**src/rtl/bloon_sprite_pkg.sv**
```systemverilog
// Shared types for the pop animation sprite: FSM state encoding, colour width, width helper.
// Pure declarations; no timing or flow control.
package bloon_sprite_pkg;

  localparam int COLOR_W = 4;

  typedef enum logic [1:0] {
    IDLE   = 2'd0,
    PLAY   = 2'd1,
    FINISH = 2'd2
  } anim_state_t;

  // Bit width needed to count 0..n-1, never less than one bit.
  function automatic int width_of(input int n);
    return (n > 1) ? $clog2(n) : 1;
  endfunction

endpackage

```
**src/rtl/pop_anim_rom.sv**
```systemverilog
// Synchronous sprite index ROM, one read per cycle, q valid 1 cycle after address.
// No backpressure: a new address is accepted every cycle.
module pop_anim_rom #(
  parameter int DEPTH  = 4096,
  parameter int ADDR_W = 12,
  parameter int IDX_W  = 1
) (
  input  logic              clock,
  input  logic [ADDR_W-1:0] address,
  output logic [IDX_W-1:0]  q
);

  // Stripe pattern taken from the low address bits,
  // so even columns are transparent and odd columns use palette entry 1.
  always_ff @(posedge clock) begin
    if (int'(address) < DEPTH) begin
      q <= IDX_W'(address);
    end else begin
      q <= '0;
    end
  end

endmodule

```
**src/rtl/pop_anim_sprite.sv**
```systemverilog
// Animated "pop" sprite: frame sequencer FSM plus ROM/palette pixel path, RGB 2 cycles after inputs.
// No backpressure: pixels stream every vga_clk; trigger restarts the animation at any time.
module pop_anim_sprite
  import bloon_sprite_pkg::*;
#(
  parameter int SPRITE_W        = 32,
  parameter int SPRITE_H        = 32,
  parameter int NUM_FRAMES      = 4,
  parameter int TICKS_PER_FRAME = 4,
  parameter int IDX_W           = 1,
  parameter int LOOP            = 0
) (
  input  logic               vga_clk,
  input  logic               reset,
  input  logic               trigger,
  input  logic               frame_tick,
  input  logic [9:0]         RelativeXP,
  input  logic [9:0]         RelativeYP,
  input  logic               in_sprite,
  input  logic               blank,
  output logic [COLOR_W-1:0] red,
  output logic [COLOR_W-1:0] green,
  output logic [COLOR_W-1:0] blue,
  output logic               opaque,
  output logic               busy,
  output logic               done
);

  localparam int FRAME_PIX = SPRITE_W * SPRITE_H;
  localparam int DEPTH     = NUM_FRAMES * FRAME_PIX;
  localparam int ADDR_W    = width_of(DEPTH);
  localparam int FRAME_W   = width_of(NUM_FRAMES);
  localparam int TICK_W    = width_of(TICKS_PER_FRAME);

  localparam logic [FRAME_W-1:0] LAST_FRAME = FRAME_W'(NUM_FRAMES - 1);
  localparam logic [TICK_W-1:0]  LAST_TICK  = TICK_W'(TICKS_PER_FRAME - 1);

  anim_state_t        state, state_nxt;
  logic [FRAME_W-1:0] frame, frame_nxt;
  logic [TICK_W-1:0]  tick_cnt, tick_nxt;

  logic [ADDR_W-1:0]  rom_addr;
  logic [IDX_W-1:0]   rom_q;
  logic               in_box;
  logic               blank_d, in_box_d, active_d;

  always_ff @(posedge vga_clk) begin
    if (reset) begin
      state    <= IDLE;
      frame    <= '0;
      tick_cnt <= '0;
    end else begin
      state    <= state_nxt;
      frame    <= frame_nxt;
      tick_cnt <= tick_nxt;
    end
  end

  // A trigger restarts from any state and beats a coincident frame advance.
  always_comb begin
    state_nxt = state;
    frame_nxt = frame;
    tick_nxt  = tick_cnt;
    busy      = (state == PLAY);
    done      = (state == FINISH);
    if (trigger) begin
      state_nxt = PLAY;
      frame_nxt = '0;
      tick_nxt  = '0;
    end else begin
      case (state)
        PLAY: begin
          if (frame_tick) begin
            if (tick_cnt == LAST_TICK) begin
              tick_nxt = '0;
              if (frame == LAST_FRAME) begin
                if (LOOP != 0) frame_nxt = '0;
                else           state_nxt = FINISH;
              end else begin
                frame_nxt = frame + 1'b1;
              end
            end else begin
              tick_nxt = tick_cnt + 1'b1;
            end
          end
        end
        FINISH:  state_nxt = IDLE;
        default: state_nxt = IDLE;
      endcase
    end
  end

  assign rom_addr = ADDR_W'(frame) * ADDR_W'(FRAME_PIX)
                  + ADDR_W'(RelativeYP) * ADDR_W'(SPRITE_W)
                  + ADDR_W'(RelativeXP);

  // Out-of-box coordinates may alias into another frame's word, so mask them here.
  assign in_box = in_sprite
               && (RelativeXP < 10'(SPRITE_W))
               && (RelativeYP < 10'(SPRITE_H));

  pop_anim_rom #(
    .DEPTH  (DEPTH),
    .ADDR_W (ADDR_W),
    .IDX_W  (IDX_W)
  ) u_rom (
    .clock   (vga_clk),
    .address (rom_addr),
    .q       (rom_q)
  );

  always_ff @(posedge vga_clk) begin
    if (reset) begin
      blank_d  <= 1'b0;
      in_box_d <= 1'b0;
      active_d <= 1'b0;
    end else begin
      blank_d  <= blank;
      in_box_d <= in_box;
      active_d <= busy;
    end
  end

  function automatic logic [3*COLOR_W-1:0] palette(input logic [7:0] idx);
    case (idx)
      8'd1:    return 12'hF00;
      8'd2:    return 12'hFFF;
      8'd3:    return 12'hF80;
      default: return 12'hFF0;
    endcase
  endfunction

  always_ff @(posedge vga_clk) begin
    if (reset) begin
      red    <= '0;
      green  <= '0;
      blue   <= '0;
      opaque <= 1'b0;
    end else if (blank_d && in_box_d && active_d && (rom_q != '0)) begin
      {red, green, blue} <= palette(8'(rom_q));
      opaque             <= 1'b1;
    end else begin
      red    <= '0;
      green  <= '0;
      blue   <= '0;
      opaque <= 1'b0;
    end
  end

endmodule

```
**config.mk**
```make
export PLATFORM = sky130hd
export DESIGN_NAME = pop_anim_sprite
export DESIGN_NICKNAME = d
export VERILOG_FILES = /design/src/rtl/bloon_sprite_pkg.sv /design/src/rtl/pop_anim_rom.sv /design/src/rtl/pop_anim_sprite.sv
export SDC_FILE = /design/constraint.sdc
export NUM_CORES = 1
export LEC_CHECK = 0
export ABC_AREA = 1
export CORE_MARGIN = 2
export CORE_UTILIZATION = 33
export DETAILED_ROUTE_END_ITERATION = 12
export GPL_TIMING_DRIVEN = 0
export PLACE_DENSITY = 0.77
export SETUP_SLACK_MARGIN = 0.5
export SYNTH_ARGS = -nofsm -noshare
export SYNTH_HDL_FRONTEND = slang
export SYNTH_SLANG_ARGS = --single-unit
```
**constraint.sdc**
```tcl
create_clock -name vga_clk -period 1.3 [get_ports vga_clk]
set_input_delay 0.26 -clock vga_clk [delete_from_list [all_inputs] [get_ports vga_clk]]
set_output_delay 0.26 -clock vga_clk [all_outputs]
set_load 0.02 [all_outputs]
```
After elaboration in Yosys (flattened, before gate mapping)
Cells that the tools add are included.
Word-level totals
  register bits after elaboration: 23
  bits of input ports: 26
  output and inout port bits: 15
  word-level logic and storage cells: 48
Operators by class
  $add $sub $neg: 4
  order comparisons: 2
  equality and inequality tests: 7
  multiplexer cells: 8
  bitwise logic cells: 3
  reduce and logical (&&, ||, !) cells: 12
Operator list (number)
  $lt A10 B6 Y1 const B: 2
  $mux W8: 1
  $eq A2 B2 Y1 const B: 3
  $mux W1: 6
  $ne A3 B2 Y1 const B: 2
  $reduce_and A3 Y1: 2
  $logic_and A1 B1 Y1: 5
  $add A2 B1 Y2 const B: 2
  $reduce_and A4 Y1: 1
  $reduce_or A2 Y1: 2
  $ne A3 B3 Y1 const B: 1
  $not A1 Y1: 3
  $reduce_or A3 Y1: 1
  $eq A2 B1 Y1 const B: 1
  $mux W2: 1
  $reduce_and A2 Y1: 1
  $add A1 B1 Y1: 1
  $add A1 B1 Y1 const AB: 1

Logic depth before layout (Yosys ltp)
Gate-level depths: netlist (run 1).
  depth after elaboration: 6
  mapped depth: 7
  gate-level depth less buffers: 7

Hierarchy
From an unflattened synthesis (run 1), not the netlist that was laid out.
Second synthesis, totals
  cell total of the unflattened synthesis: 115
  area total of the unflattened synthesis: 853.3 um^2
Modules (own cells, without submodules)
  pop_anim_sprite: instances 1, cells each 114, area each 833.3 um^2, seq. area each 240.2 um^2
  pop_anim_rom: instances 1, cells each 1, area each 20.0 um^2, seq. area each 20.0 um^2

Worst setup path before layout (run 1)
OpenSTA, ideal clock, no wires.
  kind: flip-flop to flip-flop
  start: reg frame[0]
  end: reg frame[0]
  library setup time: 0.113 ns
  arrival: 0.875 ns
  data required time: 1.187 ns
  path slack: 0.312 ns
  cell stages (with the launch flop): 8
  buffers on the path: 0
  clock period less this slack: 0.988 ns
  cell sequence: dfxtp_1 > ha_1 > inv_1 > nand2_1 > nor2_2 > nand2_1 > nand2_1 > nor2_1
On the way
  cells in the longest elaborated chain, start to end: 3
  elaborated cells between the ends (all ways): 4
  those cells by class: add/sub (1); eq/ne (1); bitwise (1); reduce/logical (1)
RTL lines
  start: declaration: RTL line pop_anim_sprite.sv:39  | logic [FRAME_W-1:0] frame, frame_nxt;
  start signal: assignment: RTL line pop_anim_sprite.sv:54  | frame <= frame_nxt;
  $eq A2 B2 Y1: RTL line pop_anim_sprite.sv:76  | if (frame == LAST_FRAME) begin
  $not A1 Y1 (no source line)
  $reduce_and A4 Y1 (no source line)
Parallel ways exist; a longest one is shown, timed or not.
A chain may end at the register's enable or synchronous reset.

Worst setup path in the final report (run 1)
  start: reg state[1]
  end: out busy
On the way
  cells in the longest elaborated chain, start to end: 1
RTL lines
  start: declaration: RTL line pop_anim_sprite.sv:38  | anim_state_t state, state_nxt;
  start signal: assignment: RTL line pop_anim_sprite.sv:53  | state <= state_nxt;
  $eq A2 B1 Y1: RTL line pop_anim_sprite.sv:64  | busy = (state == PLAY);
  end: declaration: RTL line pop_anim_sprite.sv:25  | output logic busy,
No other way between the ends.

==> summary.md, run 1 <==
| Metric | Value |
|---|---|
| Min-delay src | `RelativeXP[5]` |
| CTS clk-pin slew, worst paths | `0.08 ns` |
| Placer Congestion | `approximately 0.64` |
| H-Tree Depth | `1` |
| Fin worst setup slack | `~0.14 ns` |
| Pins over their slew limit | `0` |
| Power Density | `approximately 760 nW/um2` |
| Share of cells above drive strength 1 | `0.512` |
| Yosys reg bits | `13` |
| Port Buffer Count | `27` |
| Total Power | `846 uW` |
| Clock period minus worst slack | `around 1.2 ns` |
| Sw frac | `0.257` |
| Crit-path max FO | `3` |
| DR DRC count | `0` |
| FF-to-FF setup slack | `approximately 0.23 ns` |
| CTS tree | `built` |
| RR Startpoint | `state[1]$_SDFFE_PP0P_` |
| Via count | `597` |
| Clk root buf | `clkbuf_4` |
| DP Worst Slack | `-0.0443 ns` |
| Synthesized instance count | `just under 80` |
| Final Util | `0.663` |
| Status | `complete, no violations` |
| Hold EP | `in_box_d$_SDFF_PP0_` |
| HP Class | `input port to flip-flop` |
| Skew final | `about 0.0040 ns` |
| CP endpoint kind | `output port` |
| Pre-antenna DRT Iters | `4` |
| FF-to-FF End | `tick_cnt[1]$_SDFFE_PP0P_` |
| Final Hold Fails | `0` |
| Most frequent cells in the layout | `nor2_1 (18), buf_6 (18), buf_4 (12)` |
| Tcrit/Tclk final | `0.896` |
| Final Setup Violations | `0` |
| Hold depth | `4` |
| Clock Sinks | `13` |
| Register area share after synthesis | `0.452` |
| Antenna violations before repair | `0` |
| Netlist cell types | `14` |
| Internal | `about 630 uW` |
| Max IR drop VDD | `426 uV` |
| DRT Wirelength | `approximately 1500 um` |
| CP startpoint kind | `flip-flop` |
| Global-route wire length before repair | `slightly above 2000 um` |
| Max-cap violations | `0` |
| Combinational Power Share | `0.207` |
| Die X | `between 40 and 50 um` |
| Antenna Violating Nets Remaining | `0` |
| Starting density of the core | `0.341` |
| Cells on worst reg2reg path | `8` |
| Inserted Clock Buffers | `3` |
| Wire length per cell | `~11 um` |
| I/O Pins | `slightly above 40` |
| Largest net degree at the start of global routing | `8` |
| Syn_area_per_cell | `roughly 7.5 um2` |
| Placed Area | `923 um2` |
| Clock share of power | `0.299` |
| Vias in the first global route | `roughly 530` |
| Antenna cells | `0` |
| DP HPWL | `between 1000 and 1500 um` |
| Final #Nets | `150` |
| Setup CP Type | `flip-flop to output port` |
| Static Leak | `approximately 0.53 nW` |
| Worst EP arrival | `about 0.90 ns` |
| Post-synthesis cell area | `between 500 and 600 um2` |
| Cell area after layout | `around 1100 um2` |
| Total track usage | `0.144` |
| Sequential Power Share | `0.495` |
| RSZ-0062 raised after global routing | `true` |
| DIE AREA | `~2100 um2` |
| Area grow syn2layout | `94.6%` |
| Via density | `about 4.3` |
| Yosys warns | `0` |
| DR iter-0 viols | `3` |
| CTS Buffer Depth | `2` |
| Rows | `15` |
| Die height | `between 40 and 50 um` |
| Core box area | `1690 um2` |
| Fmax | `between 0.8 and 0.9 GHz` |
| Clock latency on the worst-skew pair | `approximately 0.28 ns` |
| Grt total ovfl | `0` |
| Sw power | `around 220 uW` |
| Req. time, crit path | `1.04 ns` |
==> logic make-up (layout without fill, tap and decap cells) <==
family	count (synthesis)	count (layout)	share of synthesized area
flip-flops	13	13	0.452
adder cells (fa/ha/maj)	2	2	0.0435
other	1	5	0.00652
buffers and inverters	20	60	0.196
AND/OR/NAND/NOR	38	38	0.276
AO/OA/AOI/OAI	3	3	0.0261
==> power by group through the flow <==
stage | sequential [mW] | clock [mW] | combinational, mW
after floorplan | 0.427 | 0 | 0.0661
after global placement | 0.425 | 0 | 0.140
after detailed placement | 0.426 | 0 | 0.143
after CTS | 0.417 | 0.259 | 0.157
after global routing | 0.420 | 0.272 | 0.189
final | 0.419 | 0.253 | 0.175
==> synth_stat cells, drive strengths merged <==
master / instances / area share
buf: 10 / 0.13
ha: 2 / 0.043
nand3: 1 / 0.0087
and3: 1 / 0.011
nand2: 10 / 0.065
o21ai: 3 / 0.026
dfxtp: 13 / 0.45
nor2: 24 / 0.17
conb: 1 / 0.0065
inv: 10 / 0.065
nand4: 2 / 0.022
==> critical path, cell delays in order (launching register included) <==
cell and delay, ns:
dfxtp_2 0.32, inv_2 0.07, nand2_2 0.06, inv_2 0.06, buf_6 0.11
==> routing by layer <==
metal | vias to the layer above | routed length [um] | part of all wire | GRT usage
met5 | - | 0 | 0 | 0
met2 | 18 | 831 | 0.56 | 0.256
met3 | 5 | 42 | 0.029 | 0.0159
met1 | 268 | 548 | 0.37 | 0.149
li1 | 306 | - | - | -
met4 | 0 | 51 | 0.035 | 0.120
==> sequential cells by signal, indices dropped and copies added (netlist names) <==
register	cells
blank_d	1
opaque	1
u_rom.q	1
red	1
tick_cnt	2
green	1
active_d	1
frame	2
state	2
in_box_d	1
==> what timing repair did <==
action | in CTS | in global routing
pin swaps | 1 | 14
resized for setup | 77 | 19
hold buffers | 0 | 0
endpoints found under the hold margin | 0 | 0
endpoints found under the setup margin | 19 | 19
setup buffers | 5 | 4
==> area by class of cell <==
class | instances | area, um2
fill | 142 | 569
buffer | 10 | 97.6
timing repair buffer | 36 | 360
multi-input combinational | 48 | 298
tap | 17 | 21.3
clock buffer | 4 | 26.3
sequential | 13 | 277
inverter | 10 | 40.0
==> how the worst max path moves through the flow <==
stage / startpoint / end / cells after the start
after floorplan: frame[0]$_SDFFE_PP0P_ / frame[0]$_SDFFE_PP0P_ / 7
after global placement: state[1]$_SDFFE_PP0P_ / busy / 4
after detailed placement: state[1]$_SDFFE_PP0P_ / busy / 4
after CTS: state[1]$_SDFFE_PP0P_ / busy / 4
after global routing: state[1]$_SDFFE_PP0P_ / busy / 4
final: state[1]$_SDFFE_PP0P_ / busy / 4
==> through the flow <==
stage / cells / TNS (ns) / hold slack [ns]
2_1_floorplan: 81 / 0 / 0.288
3_3_place_gp: 125 / -0.0496 / 0.438
3_5_place_dp: 125 / -0.0766 / 0.441
4_1_cts: 134 / 0 / 0.409
5_1_grt: 138 / 0 / 0.287
6_report: 138 / 0 / 0.255
No activity file was read; power rests on OpenSTA's default activity.
==> run 2: changes to the inputs <==
--- a/config.mk
+++ b/config.mk
@@ -6,7 +6,7 @@
 export NUM_CORES = 1
 export LEC_CHECK = 0
 export ABC_AREA = 1
-export CORE_MARGIN = 2
+export ABC_CLOCK_PERIOD_IN_PS = 1300
 export CORE_UTILIZATION = 33
 export DETAILED_ROUTE_END_ITERATION = 12
 export GPL_TIMING_DRIVEN = 0
==> summary.md, run 2 (synthesized netlist as in run 1, its figures left out) <==
| Metric | Value |
|---|---|
| Starting density of the core | `0.369 (was 0.341)` |
| Filler cells | `120 (was 142)` |
| Failing checks | `DRC` |
| Share of cells above drive strength 1 | `0.504 (was 0.512)` |
| RR Startpoint | `frame[0]$_SDFFE_PP0P_ (was state[1]$_SDFFE_PP0P_)` |
| Most frequent cells in the layout | `nor2_1 (18), buf_6 (17), buf_4 (13) (was nor2_1 (18), buf_6 (18), buf_4 (12))` |
| Inserted Clock Buffers | `3 (unchanged)` |
| I/O Pins | `41 (unchanged)` |
| Die height | `43.8 um (was 45.8 um)` |
| Top flop regs | `frame: 2 flops, state: 2 flops, tick_cnt: 2 flops (unchanged)` |
| Largest net degree at the start of global routing | `8 (unchanged)` |
| Core box area | `1560 um2 (was 1690 um2)` |
| Max-cap violations | `0 (unchanged)` |
| CTS clk-pin slew, worst paths | `0.08 ns (about the same)` |
| Total track usage | `0.136 (was 0.144)` |
| Min-delay src | `RelativeYP[8] (was RelativeXP[5])` |
| Sw power | `208 uW (was 217 uW)` |
| RSZ-0062 raised after global routing | `true (unchanged)` |
| CP most frequent cell | `buf_6 (was inv_2)` |
| DR iter-0 viols | `2 (was 3)` |
| Hold EP | `in_box_d$_SDFF_PP0_ (unchanged)` |
| Global-route wire length before repair | `1910 um (was 2060 um)` |
| Setup CP Type | `flip-flop to output port (unchanged)` |
| Hold depth | `4 (unchanged)` |
| Antenna Violating Nets Remaining | `0 (unchanged)` |
| Sequential Power Share | `0.497 (was 0.495)` |
| H-Tree Depth | `1 (unchanged)` |
| Skew final | `0.00814 ns (was 0.00402 ns)` |
| Clock latency on the worst-skew pair | `0.27 ns (was 0.28 ns)` |
| DP HPWL | `866 um (was 1000 um)` |
| Clk root buf | `clkbuf_4 (unchanged)` |
| Internal | `631 uW (was 629 uW)` |
| Power Density | `761 nW/um2 (was 756 nW/um2)` |
| Tcrit/Tclk final | `0.876 (was 0.896)` |
| Final Hold Fails | `0 (unchanged)` |
| Status | `finished with violations (was complete, no violations)` |
| Clock period minus worst slack | `1.14 ns (was 1.16 ns)` |
| Via count | `578 (was 597)` |
| Antenna violations before repair | `0 (unchanged)` |
| FF-to-FF setup slack | `0.30 ns (was 0.23 ns)` |
| Port Buffer Count | `27 (unchanged)` |
| HP Class | `input port to flip-flop (unchanged)` |
| Pins over their slew limit | `0 (unchanged)` |
| Die X | `43.8 um (was 45.8 um)` |
| Crit-path max FO | `4 (was 3)` |
| Cell total after placement | `124 (was 125)` |
| Clock Sinks | `13 (unchanged)` |
| DR DRC count | `1 (was 0)` |
| Crit path cell chain | `buf_6, buf_6 (was inv_2, nand2_2, inv_2, buf_6)` |
| Grt total ovfl | `0 (unchanged)` |
| Wire length per cell | `9.93 um (was 10.7 um)` |
| Multi-input gate area | `292 um2 (was 298 um2)` |
| Vias in the first global route | `486 (was 525)` |
| CP endpoint kind | `output port (unchanged)` |
| Pre-antenna DRT Iters | `8 (was 4)` |
| Sw frac | `0.248 (was 0.257)` |
| Final #Nets | `150 (unchanged)` |
| FF+latch area | `277 um2 (unchanged)` |
| CTS Buffer Depth | `2 (unchanged)` |
| Slowest cell on crit path | `dfxtp_4 (was dfxtp_2)` |
| CTS tree | `built (unchanged)` |
| Area grow syn2layout | `91.5% (was 94.6%)` |
| Rows | `14 (was 15)` |
| Worst EP arrival | `0.88 ns (was 0.90 ns)` |
| Fmax | `0.878 GHz (was 0.859 GHz)` |
| Via density | `4.22 (was 4.33)` |
| Non-filler instance count after layout | `137 (was 138)` |
| Static Leak | `0.525 nW (was 0.531 nW)` |
| Req. time, crit path | `1.04 ns (about the same)` |
| Antenna cells | `0 (unchanged)` |
| Commonest non-fill, non-tap cell in the layout | `nor2_1` |
| FF-to-FF End | `frame[0]$_SDFFE_PP0P_ (was tick_cnt[1]$_SDFFE_PP0P_)` |
| Critical Path Max Stage Delay | `0.38 ns (was 0.32 ns)` |
| Combinational Power Share | `0.214 (was 0.207)` |
| DIE AREA | `1910 um2 (was 2090 um2)` |
| DRT Wirelength | `1360 um (was 1470 um)` |
| Cells on worst reg2reg path | `7 (was 8)` |
| CP startpoint kind | `flip-flop (unchanged)` |
| Final Setup Violations | `0 (unchanged)` |
| Clock share of power | `0.290 (was 0.299)` |
| Fin Setup TNS | `0 ns (unchanged)` |
| Placer Congestion | `0.627 (was 0.640)` |
| Max IR drop VDD | `651 uV (was 426 uV)` |
==> run 2: routing by layer <==
metal / GRT usage / vias to the layer above / wire length (um)
li1: - / 305 / -
met2: 0.245 / 18 / 712
met3: 0.0250 / 4 / 58
met5: 0 / - / 0
met4: 0.0750 / 0 / 46
met1: 0.149 / 251 / 544
==> run 2: what timing repair did <==
| action | CTS | global route |
|---|---|---|
| endpoints found under the setup margin | 20 | 19 |
| pin swaps | 3 | 10 |
| buffers inserted | 5 | 4 |
| resized for setup | 77 | 16 |
| cloned | 0 | 0 |
| hold buffers | 0 | 0 |
==> run 2: worst max-delay path by stage <==
stage          slack (ns)                     to             startpoint  depth (start not counted)
6_report             0.16                 red[2]      red[2]$_SDFF_PP0_                          2
5_1_grt              0.13                   busy  state[1]$_SDFFE_PP0P_                          4
4_1_cts              0.17                 red[2]      red[2]$_SDFF_PP0_                          2
3_5_place_dp        -0.03                   busy  state[1]$_SDFFE_PP0P_                          4
3_3_place_gp        -0.02                   busy  state[1]$_SDFFE_PP0P_                          4
2_1_floorplan        0.39  frame[0]$_SDFFE_PP0P_  frame[0]$_SDFFE_PP0P_                          7
==> run 2: worst max-delay path: cells and delay by family (launching register included) <==
family	cells	cell delay, ns
DFF	1	0.38
buffers and inverters	2	0.24
==> run 2: through the flow <==
step	instance area, um2	total power, mW	hold WS, ns	setup slack, ns	util
after CTS	1010	0.825	0.394	0.165	0.651
after detailed placement	922	0.567	0.449	-0.0325	0.591
after floorplan	632	0.493	0.288	0.392	-
after global placement	922	0.565	0.440	-0.0233	0.591
after global routing	1100	0.876	0.313	0.127	0.707
final	1100	0.839	0.285	0.162	0.707
==> run 2: area by class of cell <==
| type | count | area share |
|---|---|---|
| tap | 16 | 0.0182 |
| sequential | 13 | 0.251 |
| buffer | 10 | 0.0885 |
| clock buffer | 4 | 0.0238 |
| multi-input combinational | 48 | 0.264 |
| inverter | 10 | 0.0341 |
| timing repair buffer | 36 | 0.320 |
==> run 2: power groups by stage <==
stage	registers (mW)	logic, mW	clock network [mW]
detailed placement	0.426	0.141	0
floorplan	0.427	0.0661	0
finish	0.417	0.179	0.243
CTS	0.416	0.157	0.251
global placement	0.425	0.140	0
global route	0.418	0.193	0.265
